File: src/rtl/dmem_arbiter.sv
// Two-requester data-memory arbiter: round-robin grant in IDLE, single
// outstanding read with registered per-requester read-data return.
module dmem_arbiter #(
  parameter int ADDR_W = 32,
  parameter int DATA_W = 32
) (
  input  logic              clk,
  input  logic              reset,
  input  logic              m0_req,
  input  logic              m0_we,
  input  logic [ADDR_W-1:0] m0_addr,
  input  logic [DATA_W-1:0] m0_wdata,
  output logic              m0_gnt,
  output logic              m0_rvalid,
  output logic [DATA_W-1:0] m0_rdata,
  input  logic              m1_req,
  input  logic              m1_we,
  input  logic [ADDR_W-1:0] m1_addr,
  input  logic [DATA_W-1:0] m1_wdata,
  output logic              m1_gnt,
  output logic              m1_rvalid,
  output logic [DATA_W-1:0] m1_rdata,
  output logic              mem_en,
  output logic              mem_we,
  output logic [ADDR_W-1:0] mem_addr,
  output logic [DATA_W-1:0] mem_wdata,
  input  logic [DATA_W-1:0] mem_rdata
);

  typedef enum logic {
    S_IDLE,
    S_READ_WAIT
  } state_t;

  state_t            state_q, state_d;
  logic              last_grant_q, last_grant_d;
  logic              owner_q, owner_d;
  logic              rvalid0_q, rvalid0_d;
  logic              rvalid1_q, rvalid1_d;
  logic [DATA_W-1:0] rdata0_q, rdata0_d;
  logic [DATA_W-1:0] rdata1_q, rdata1_d;

  logic              gnt0, gnt1;

  // Tie goes to whichever requester was not granted last.
  always_comb begin
    gnt0 = 1'b0;
    gnt1 = 1'b0;
    if (!reset && state_q == S_IDLE) begin
      if (m0_req && m1_req) begin
        gnt0 = last_grant_q;
        gnt1 = !last_grant_q;
      end else begin
        gnt0 = m0_req;
        gnt1 = m1_req;
      end
    end
  end

  always_comb begin
    state_d      = state_q;
    last_grant_d = last_grant_q;
    owner_d      = owner_q;
    rvalid0_d    = 1'b0;
    rvalid1_d    = 1'b0;
    rdata0_d     = rdata0_q;
    rdata1_d     = rdata1_q;
    mem_en       = 1'b0;
    mem_we       = 1'b0;
    mem_addr     = '0;
    mem_wdata    = '0;

    case (state_q)
      S_IDLE: begin
        if (gnt0) begin
          mem_en       = 1'b1;
          mem_we       = m0_we;
          mem_addr     = m0_addr;
          mem_wdata    = m0_wdata;
          last_grant_d = 1'b0;
          if (!m0_we) begin
            owner_d = 1'b0;
            state_d = S_READ_WAIT;
          end
        end else if (gnt1) begin
          mem_en       = 1'b1;
          mem_we       = m1_we;
          mem_addr     = m1_addr;
          mem_wdata    = m1_wdata;
          last_grant_d = 1'b1;
          if (!m1_we) begin
            owner_d = 1'b1;
            state_d = S_READ_WAIT;
          end
        end
      end
      S_READ_WAIT: begin
        if (owner_q) begin
          rdata1_d  = mem_rdata;
          rvalid1_d = 1'b1;
        end else begin
          rdata0_d  = mem_rdata;
          rvalid0_d = 1'b1;
        end
        state_d = S_IDLE;
      end
      default: state_d = S_IDLE;
    endcase
  end

  always_ff @(posedge clk) begin
    if (reset) begin
      state_q      <= S_IDLE;
      last_grant_q <= 1'b1;
      owner_q      <= 1'b0;
      rvalid0_q    <= 1'b0;
      rvalid1_q    <= 1'b0;
      rdata0_q     <= '0;
      rdata1_q     <= '0;
    end else begin
      state_q      <= state_d;
      last_grant_q <= last_grant_d;
      owner_q      <= owner_d;
      rvalid0_q    <= rvalid0_d;
      rvalid1_q    <= rvalid1_d;
      rdata0_q     <= rdata0_d;
      rdata1_q     <= rdata1_d;
    end
  end

  assign m0_gnt    = gnt0;
  assign m1_gnt    = gnt1;
  assign m0_rvalid = rvalid0_q;
  assign m1_rvalid = rvalid1_q;
  assign m0_rdata  = rdata0_q;
  assign m1_rdata  = rdata1_q;

endmodule
File: config.mk
export PLATFORM = sky130hd
export DESIGN_NAME = dmem_arbiter
export DESIGN_NICKNAME = d
export VERILOG_FILES = /design/src/rtl/dmem_arbiter.sv
export SDC_FILE = /design/constraint.sdc
export NUM_CORES = 1
export LEC_CHECK = 0
export CAP_MARGIN = 20
export CORE_AREA = 2 2 118 120
export DETAILED_ROUTE_END_ITERATION = 7
export DIE_AREA = 0 0 120 122
export GPL_TIMING_DRIVEN = 0
export HOLD_SLACK_MARGIN = 0.06
export PLACE_DENSITY = 0.76
export SLEW_MARGIN = 10
export SYNTH_ARGS = -nofsm -noshare
export SYNTH_HDL_FRONTEND = slang
export SYNTH_SLANG_ARGS = --single-unit
File: constraint.sdc
create_clock -name clk -period 1.83 [get_ports clk]
set_clock_uncertainty 0.05 [all_clocks]
set_input_delay 0.366 -clock clk [delete_from_list [all_inputs] [get_ports clk]]
set_output_delay 0.366 -clock clk [all_outputs]
set_load 0.1 [all_outputs]
==> qor.yml <==
run_status:
  status: "finished with violations"
  violations: "negative setup slack"
clock_network:
  ctsHoldBuffers: 0
  clock_sinks: 69
  tritoncts: "done"
  root_buffer: "clkbuf_16"
  clk_pin_slew_ns: 0.05
  cts_made_buffers: 9
  cts_buffer_depth: 2
  htreeDepth: 3
  insertion_delay_ns: 0.33
yosys:
  ys_warn_count: 0
  synthTopCellsByCount: "130 x nand2_1, 69 x dfxtp_1, 65 x a21oi_1, 65 x a22o_1, 15 x clkbuf_1"
  ys_ff_latch: 69
  synth_edf_count: 0
  synthArstFlopShare_pct: 0
  syn_nets: 552
  yosysUniqueCellTypes: 21
  synth-seq-area-share_pct: 44.6
  synth.avg_cell_area_sq_um: 8.02
  synthCells: 386
  synth_ff_type: "dfxtp_1"
  mappedNetlistArea_sq_um: 3100
  yosysMostFrequentCell: "nand2_1"
  synth_top_area_share_pct: 44.6
  synth_top_area_cell: "dfxtp_1"
  synthTopCellsByArea: "dfxtp_1 45%, a22o_1 18%, nand2_1 16%"
timing:
  setup_ws_ns: -0.277
  report.final.slew_viol_count: 0
  final.setup.tns_ns: -16.03
  rsz0062_at_grt: "true"
  worstMarginPinSlew_ns: 0.601
  setup_viol: 67
  slew_headroom_pct: 60.1
  period_share_pct: 115
  fmax_mhz: 475
  fin_crit_ns: 2.11
  final_hold_viol_count: 0
global_route:
  gr-total-overflow: 0
  grt_first_pass_wirelength_microns: 25900
  grt_max_degree: 11
  track_usage_pct: 23.4
  grt_pass1_vias: 4514
  antenna_found_initial: 0
cells_and_area:
  final_util_pct: 61.7
  final_cell_count_no_fill: 894
  fin_nets: 876
  drive_above_1_share_pct: 36.1
  syn_to_final_growth_pct: 169
  diodes: 0
hold_path:
  hold_path.class: "input port to flip-flop"
  min-delay-start: "reset"
detailed_routing:
  dr_total_vias: 4228
  vias_per_cell: 4.73
  wl_met3_microns: 1470
  drc_errors: 0
  wl_met1_microns: 6170
  dr.first_iter.drc_count: 190
  wl_met2_microns: 9770
  dr.pass1.iters: 6
  totalWireLength_microns: 18300
  routed.top_layer: "met4"
  ant_nets: 0
  wire_per_inst_microns: 20.5
setup_path:
  cp_num_cells: 6
  critPathMaxFanout: 5
  startpoint_type: "flip-flop"
  r2r_cells: 6
  r2r_start: "state_q"
  crit_family: "buffers and inverters"
  r2r_end: "m0_rdata[18]"
  critPathMaxStageDelay_ns: 0.32
  crit_start: "last_grant_q"
  regToRegSetupSlack_ns: 0.16
  setup.worst_path.end: "mem_wdata[29]"
  worstPathArrival_ns: 1.69
  crit_type: "flip-flop to output port"
  end_kind: "output port"
  required_ns: 1.41
  worstPathCellList: "nand2b_4, and3_4, buf_8, clkbuf_16, a22o_4, buf_12"
  path_buf_inv: 3
  cp_slowest_cell: "dfxtp_2"
power:
  ir_drop_v: 0.000646
  leakagePower_uw: 0.00327
  fin_total_pwr_uw: 5970
  power_density_nw_per_um2: 717
floorplanning:
  die_height_microns: 122
  core_sq_um: 13500
  initial_core_util_pct: 22.9
  top_level_ports: 300
  rows: 43
  die-area_sq_um: 14600
  dieWidth_microns: 120
place:
  post-dp-hpwl_microns: 12700
  io_buffers: 298
  gp_congestion: 0.870
  dp.cells: 864
job:
  maxCapViolations: 0
per-layer routing:
layer	global-route usage (%)	up-vias
li1	-	1996
met1	23.0	1979
met2	43.7	199
met3	7.35	54
met4	12.6	0
met5	0	-
stage by stage:
stage	area, sq um	setup slack, ns	hold slack, ns
final	8330	-0.277	0.366
after global routing	8330	-0.314	0.412
after CTS	8160	-0.270	0.332
after detailed placement	6730	-1.58	0.398
after global placement	6730	-1.56	0.393
after floorplan	3520	-0.107	0.423
layout make-up:
cell class	instances	area, sq um
fill	1066	5180
buffer	36	349
multi-input combinational	278	2090
clock inverter	1	5.00
sequential	69	1390
timing repair buffer	316	4000
clock buffer	14	274
tap	180	225
where the power goes:
| group | internal, uW | switching, uW | total, uW |
|---|---|---|---|
| registers | 1550 | 25.4 | 1580 |
| clock network | 1020 | 601 | 1620 |
| logic | 1140 | 1640 | 2780 |
layout by cell type (no fill, tap or decap), types with 2 or more instances in the layout:
cell type and instances:
clkdlybuf4s50_1 162, nand2_1 129, buf_12 79, dfxtp_1 67, clkdlybuf4s15_2 66, a22o_4 65
a21oi_1 65, clkbuf_1 17, clkbuf_16 11, buf_4 8, buf_6 6, buf_2 6
nor2_1 3, clkbuf_8 3, buf_16 3, and3_4 2, nor2b_1 2, nand2b_1 2
o21ai_0 2, buf_8 2
registers in the layout, summed over array words and instances (netlist names):
register and count:
state_q 1, m0_rdata 32, owner_q 1, last_grant_q 1, m1_rvalid 1, m0_rvalid 1
m1_rdata 32
worst min path at each step:
stage | to | slack, ns | depth (start not counted)
floorplan | last_grant_q | 0.42 | 1
global placement | m0_rdata[2] | 0.39 | 2
detailed placement | m0_rdata[31] | 0.40 | 2
CTS | state_q | 0.33 | 3
global route | owner_q | 0.41 | 4
finish | state_q | 0.37 | 3
logic make-up after synthesis:
kind of cell,share of synthesized area [%]
buffers and inverters,6.99
AOI/OAI and AO/OA,29.5
DFF,44.6
and+or+nand+nor,18.9
worst min-delay path, cell delays in order:
cell	delay, ns
buf_6	0.11
or4b_1	0.13
o21ai_0	0.08
timing repair:
action	in CTS	in global routing
resized for setup	866	20
pin swaps	9	7
gates cloned	3	2
buffers inserted	9	4
endpoints found under the setup margin	134	68
Power figures use the tool's default switching activity.
